--- config.mk ---
export PLATFORM = sky130hd
export DESIGN_NAME = my_rr_stream_arb
export DESIGN_NICKNAME = d
export VERILOG_FILES = /design/src/rtl/my_rr_stream_arb.sv
export SDC_FILE = /design/constraint.sdc
export NUM_CORES = 1
export LEC_CHECK = 0
export CORE_ASPECT_RATIO = 2
export CORE_MARGIN = 5
export CORE_UTILIZATION = 39
export DETAILED_ROUTE_END_ITERATION = 8
export PLACE_DENSITY = 0.79
export SETUP_SLACK_MARGIN = 0.1
export SLEW_MARGIN = 20
export SYNTH_ARGS = -nofsm -noshare
export SYNTH_HDL_FRONTEND = slang
export SYNTH_SLANG_ARGS = --single-unit
--- constraint.sdc ---
create_clock -name i_clk -period 2 [get_ports i_clk]
set_clock_uncertainty 0.2 [all_clocks]
set_input_delay 0.4 -clock i_clk [delete_from_list [all_inputs] [get_ports i_clk]]
set_output_delay 0.4 -clock i_clk [all_outputs]
set_load 0.05 [all_outputs]
--- src/rtl/my_rr_stream_arb.sv ---
// my_rr_stream_arb
//   Round-robin, packet-locked arbiter that merges NUM_SRC valid/ready streams
//   onto one registered output stream. A granted source keeps the grant until
//   its beat carrying i_last is accepted; the search for the next grant starts
//   one past the previously finished source.
//
// Ports
//   i_clk      clock, rising edge
//   i_reset_n  asynchronous active-low reset
//   i_valid    per-source beat valid               [NUM_SRC]
//   i_last     per-source last beat of packet      [NUM_SRC]
//   i_data     per-source data, src k at [k*DW +: DW]
//   o_ready    per-source accept, one-hot or zero  [NUM_SRC]
//   o_valid    registered output beat valid
//   o_data     registered output data              [DW]
//   o_last     registered output last flag
//   o_src      source index of the current output beat [SW]
//   i_ready    downstream accept
//   o_busy     high while a packet grant is held
module my_rr_stream_arb #(
  parameter int DW      = 8,
  parameter int NUM_SRC = 4,
  parameter int SW      = 2
) (
  input  logic                  i_clk,
  input  logic                  i_reset_n,
  input  logic [NUM_SRC-1:0]    i_valid,
  input  logic [NUM_SRC-1:0]    i_last,
  input  logic [NUM_SRC*DW-1:0] i_data,
  output logic [NUM_SRC-1:0]    o_ready,
  output logic                  o_valid,
  output logic [DW-1:0]         o_data,
  output logic                  o_last,
  output logic [SW-1:0]         o_src,
  input  logic                  i_ready,
  output logic                  o_busy
);

  localparam logic ST_IDLE = 1'b0;
  localparam logic ST_LOCK = 1'b1;

  localparam int unsigned NS = NUM_SRC;

  logic          state;
  logic [SW-1:0] grant;
  logic [SW-1:0] rr_ptr;
  logic [SW-1:0] grant_nxt;
  logic          any_req;
  logic          out_free;
  logic          accept;
  logic [DW-1:0] sel_data;

  // Rotating priority search: first requester at or above rr_ptr, wrapping.
  always_comb begin
    any_req   = 1'b0;
    grant_nxt = grant;
    for (int unsigned k = 0; k < NS; k++) begin
      int unsigned idx;
      idx = 32'(rr_ptr) + k;
      if (idx >= NS) idx = idx - NS;
      if (!any_req && i_valid[idx[SW-1:0]]) begin
        any_req   = 1'b1;
        grant_nxt = idx[SW-1:0];
      end
    end
  end

  // The output register can take a new beat when empty or being drained.
  assign out_free = !o_valid || i_ready;
  assign accept   = (state == ST_LOCK) && i_valid[grant] && out_free;
  assign sel_data = i_data[32'(grant)*DW +: DW];
  assign o_busy   = (state == ST_LOCK);

  always_comb begin
    o_ready = '0;
    if (state == ST_LOCK) o_ready[grant] = out_free;
  end

  always_ff @(posedge i_clk or negedge i_reset_n) begin
    if (!i_reset_n) begin
      state  <= ST_IDLE;
      grant  <= '0;
      rr_ptr <= '0;
    end else begin
      case (state)
        ST_IDLE: begin
          if (any_req) begin
            grant <= grant_nxt;
            state <= ST_LOCK;
          end
        end
        default: begin
          if (accept && i_last[grant]) begin
            state  <= ST_IDLE;
            rr_ptr <= (grant == SW'(NUM_SRC - 1)) ? '0 : grant + 1'b1;
          end
        end
      endcase
    end
  end

  always_ff @(posedge i_clk or negedge i_reset_n) begin
    if (!i_reset_n) begin
      o_valid <= 1'b0;
      o_data  <= '0;
      o_last  <= 1'b0;
      o_src   <= '0;
    end else if (accept) begin
      o_valid <= 1'b1;
      o_data  <= sel_data;
      o_last  <= i_last[grant];
      o_src   <= grant;
    end else if (out_free) begin
      o_valid <= 1'b0;
    end
  end

endmodule

==> metrics.txt, run 1 <==
status finished, final reports clean; maxcap violations 0; Avg Synthesized Cell Area 12.89 sq um; drt wl/cell slightly above 20 um; syn nets approximately 140; synth unique cells 25; Final Worst Setup Slack 16.63 ps; Final Cycle Share 99.17%; ys async rst share 100.0%; row cnt 28; Num CTS Buffers 3; first-pass GRT wire length 6389 um; YS warnings 0; n_diodes 0; Die W 48.36 um; Starting Density a little under 40%; IO buf count 59; Vert. Die Dim about 87 um; CTS tree built; Hold WS between 200 and 300 ps; Relative slew margins just over 80%; unrepaired setup endpoints after global routing yes; total negative setup slack 0 ps; largest net degree at the start of global routing 18; H-tree level count 1; WP data required a little under 2000 ps; die area about 4200 sq um; most common cell in the netlist dfrtp_1; Area Growth Syn to Fin 82.88%; Clock Latency Late Sink ~260 ps; drt first pass iters 4; CP max FO 8; Synth Flop Type dfrtp_1; Final Critical Period 1983 ps; Setup violations, final 0; Worst-path clk slew around 70 ps; startpoint types flip-flop; RePlAce Congestion slightly above 0.8; total wire length slightly above 4000 um; top cell type's share of synthesized area approximately 37%; share of layout cells above drive strength 1 41.86%; vias in the first global route 1238; max-slew violations 0; class of the worst hold path primary input to asynchronous set/reset pin; Root Buffer clkbuf_8; core area 2908 sq um; pre-CTS setup slack -247.2 ps; initial drt markers 48; endpoints failing hold 0; GR Overflow Total 0; average via count per standard cell 5.411; Post-synth EDFFs 0; Post-DP HPWL about 3000 um; DRC 0; Cell Pwr Density 1689 nW/um^2; synthesized flop and latch total 17; via count approximately 1100; sequential share of the synthesized area around 37%; post-route ant nets 0; post-synthesis cell count 89; Lkg Pwr 0.9400 nW; Core Util, Final roughly 72%; kind of critical path flip-flop to flip-flop; Peak Freq roughly 500 MHz; clock sinks 17; Synth area leader dfrtp_1; crit end category flip-flop; initial antenna violation count 0; worst slew pin tran 281.2 ps; cts hold-fix bufs 0; arrival time at the worst endpoint 1920 ps; worst vdd ir 0.8135 mV; fin nets 220; GRT Total Usage about a fifth; Ports 60; Post-Syn Area 1147 sq um; CTS max path bufs 2; Post-synth top cells dfrtp_1, mux4_1, nand2_1; largest cells by area after synthesis dfrtp_1, mux4_1, mux2_4, ha_1, mux2_2
report_power, final:
group          total, W  switching [W]  internal [W]
Combinational   0.00254        0.00126       0.00128
Sequential     0.000745       0.000213      0.000533
Clock          0.000263       0.000121      0.000142
Total           0.00354        0.00159       0.00195
final cells by class:
type,instances,area [sq um]
clock buffers,4,45.04
well taps,30,37.54
inverters,4,17.52
flip-flops and latches,17,429.2
fillers,190,809.5
repair buffers,83,812.0
multi-input cells,64,757.0
registers in the layout (all words and copies together) (netlist names):
| signal | cells |
|---|---|
| rr_ptr | 2 |
| grant | 2 |
| o_last | 1 |
| o_src | 2 |
| o_busy | 1 |
| o_valid | 1 |
| o_data | 8 |
final timing paths:
check,startpoint,endpoint,slack (ps),cells past startpoint
max,grant[0],o_data[2],20,5
min,i_reset_n,o_valid,270,2
max reg2reg,grant[0],o_data[2],20,5
min reg2reg,o_data[0],o_data[0],320,1
max in group asynchronous,i_reset_n,grant[1],1120,2
min in group i_clk,o_data[0],o_data[0],320,1
cell usage in the layout (no fill, tap or decap), drive strengths merged, types with 4 or more instances in the layout:
| cell | n |
|---|---|
| dlygate4sd2 | 5 |
| ha | 4 |
| mux4 | 10 |
| buf | 41 |
| clkbuf | 4 |
| clkdlybuf4s50 | 37 |
| a21oi | 6 |
| o21ai | 4 |
| dfrtp | 17 |
| nand2 | 8 |
| inv | 4 |
| and3 | 4 |
| mux2 | 11 |
worst max-delay path: stages, from the launching register on:
cell and delay [ps]:
dfrtp_2 420, buf_6 120, mux4_2 560, nand3_4 120
buf_12 130, mux2_4 300
repair_timing:
item | 4_1_cts | 5_1_grt
pin swaps | 2 | 3
buffers inserted | 9 | 2
endpoints found under the hold margin | 0 | 0
gates resized for setup | 24 | 6
setup endpoints to repair | 13 | 16
metal layers:
layer / vias to the layer above / wire length (um) / share of wire, % / global-route usage (%)
met1: 534 / 1364 / 33 / 18.52
met3: 12 / 231 / 5.6 / 5.680
li1: 505 / - / - / -
met4: 0 / 191 / 4.6 / 13.60
met2: 42 / 2323 / 57 / 36.43
met5: - / 0 / 0 / 0
metrics by stage:
step	area (sq um)	cells	power [W]
CTS	2063	200	0.003444
floorplan	1152	89	0.002099
global placement	1882	187	0.002866
detailed placement	1882	187	0.002925
global route	2098	202	0.003719
finish	2098	202	0.003543
cells by family after synthesis:
group                      share of synthesized area, %
and+or+nand+nor                                   10.36
buffers and inverters                             3.707
muxes                                             37.95
DFF                                               37.08
adders and majority gates                         4.362
AOI/OAI and AO/OA                                 6.544
No activity file was read; power rests on OpenSTA's default activity.
==> run 2: changes to the inputs <==
--- a/config.mk
+++ b/config.mk
@@ -6,8 +6,8 @@
 export NUM_CORES = 1
 export LEC_CHECK = 0
 export CORE_ASPECT_RATIO = 2
-export CORE_MARGIN = 5
 export CORE_UTILIZATION = 39
+export CTS_CLUSTER_SIZE = 16
 export DETAILED_ROUTE_END_ITERATION = 8
 export PLACE_DENSITY = 0.79
 export SETUP_SLACK_MARGIN = 0.1
==> constraint.sdc (replaced) <==
create_clock -name i_clk -period 2.1 [get_ports i_clk]
set_clock_uncertainty 0.2 [all_clocks]
set_input_delay 0.42 -clock i_clk [delete_from_list [all_inputs] [get_ports i_clk]]
set_output_delay 0.42 -clock i_clk [all_outputs]
set_load 0.05 [all_outputs]
==> run 2 against run 1 <==
Sequential cell count is the same. Via count is 2.9% lower. Critical path depth is 1 higher. Largest cell class unchanged. Highest routed layer unchanged.
==> metrics.txt, run 2 (synthesis gave the netlist of run 1 again) <==
via count 1061 (-2.9%); clock sinks 17 (unchanged); unrepaired setup endpoints after global routing yes; share of layout cells above drive strength 1 35.54% (-6.3 points); crit end category flip-flop; IO buf count 59 (unchanged); max reg flops 8 (unchanged); initial drt markers 39 (-19%); Relative slew margins 67.69% (-14 points); Final Critical Period 2046 ps (+62.75 ps); total negative setup slack 0 ps (unchanged); Worst-path clk slew 70 ps (about the same); startpoint types flip-flop; Root Buffer clkbuf_8; DRC 0 (unchanged); vias in the first global route 1083 (-13%); average via count per standard cell 5.441 (+0.56%); H-tree level count 1 (unchanged); endpoints failing hold 0 (unchanged); worst slew pin tran 486.6 ps (+205.5 ps); Ports 60 (unchanged); Vert. Die Dim 78.71 um (-9.2%); cts hold-fix bufs 0 (unchanged); arrival time at the worst endpoint 1990 ps (+70 ps); WP data required 2040 ps (+100 ps); Clock Latency Late Sink 250 ps (about the same); status finished, final reports clean; fin nets 214 (-2.7%); Top reg by flops o_data; n_diodes 0 (unchanged); CTS tree built; max-slew violations 0 (unchanged); first-pass GRT wire length 5175 um (-19%); kind of critical path flip-flop to flip-flop; Tot Pwr 0.003203 W (-9.6%); CTS max path bufs 2 (unchanged); die area 3176 sq um (-24%); worst vdd ir 0.9350 mV (+15%); RePlAce Congestion 0.7943 (-4.2%); total wire length 3725 um (-9.3%); core area 2770 sq um (-4.7%); Die W 40.36 um (-17%); GR Overflow Total 0 (unchanged); Final Cycle Share 97.43% (-1.7 points); Post-DP HPWL 2743 um (-9.5%); Starting Density 41.42% (+2.0 points); GRT Total Usage 23.45% (+3.4 points); post-route ant nets 0 (unchanged); Area Growth Syn to Fin 74.70%; Cell Pwr Density 1598 nW/um^2 (-5.4%); largest net degree at the start of global routing 18 (unchanged); maxcap violations 0 (unchanged); initial antenna violation count 0 (unchanged); drt wl/cell 19.10 um (-6.1%); CP max FO 6 (-2); class of the worst hold path flip-flop to flip-flop; commonest cells after routing, fill and taps aside clkdlybuf4s50_1, buf_4, dfrtp_1, nand2_1, mux4_1; row cnt 27 (-3.6%); Setup violations, final 0 (unchanged); Num CTS Buffers 3 (unchanged); Lkg Pwr 0.9132 nW (-2.8%); drt first pass iters 4 (unchanged); leading cell type in the layout, fill and taps excluded clkdlybuf4s50_1; Peak Freq 488.7 MHz (-3.1%)
-- run 2: report_power, final --
part	leakage (nW)	switching [W]	internal, W
Clock	0.0255	0.000116	0.000132
Combinational	0.691	0.00117	0.00110
Sequential	0.197	0.000176	0.000505
-- run 2: area by class of cell --
cell class | count | area, sq um
Clock buffer | 3 | 41.29
Clock inverter | 1 | 5.005
Fill cell | 185 | 765.7
Inverter | 4 | 15.01
Multi-Input combinational cell | 64 | 716.9
Sequential cell | 17 | 427.9
Tap cell | 29 | 36.28
Timing Repair Buffer | 77 | 762.0
-- run 2: worst paths after layout --
kind / startpoint / endpoint / slack, ps / cells past startpoint
max in group asynchronous: i_reset_n / grant[1] / 1190 / 2
worst max register to register: grant[0] / o_data[0] / 50 / 6
worst min register to register: o_src[1] / o_src[1] / 290 / 2
min in group asynchronous: i_reset_n / o_valid / 300 / 2
worst min-delay path: o_src[1] / o_src[1] / 290 / 2
worst max-delay path: grant[0] / o_data[0] / 50 / 6
-- run 2: what timing repair did --
item	CTS	global route
pin swaps	0	1
gates resized for setup	23	3
setup endpoints to repair	16	7
setup buffers	4	4
-- run 2: critical path: stages (launching register included) --
cell	delay, ps
dfrtp_2	400
buf_6	120
mux4_2	550
nand3_4	140
buf_12	140
buf_8	110
mux2_4	290
-- run 2: layer usage --
metal / vias up / wire [um] / GRT usage [%]
li1: 494 / - / -
met1: 517 / 1290 / 25.75
met2: 48 / 2218 / 44.13
met3: 2 / 208 / 2.793
met4: 0 / 8 / 4.000
met5: - / 0 / 0
-- run 2: per-stage QoR --
step | utilization, % | std cells | cell area [sq um] | worst slack, ps | hold WS (ps)
after global placement | 66.76 | 183 | 1849 | -133.8 | 263.7
after floorplan | - | 89 | 1147 | 130.5 | -75.59
after detailed placement | 66.76 | 183 | 1849 | -192.9 | 274.2
final | 72.36 | 195 | 2004 | 53.88 | 289.0
after global routing | 72.36 | 195 | 2004 | 27.56 | 341.3
after CTS | 71.00 | 191 | 1967 | 70.50 | 287.4
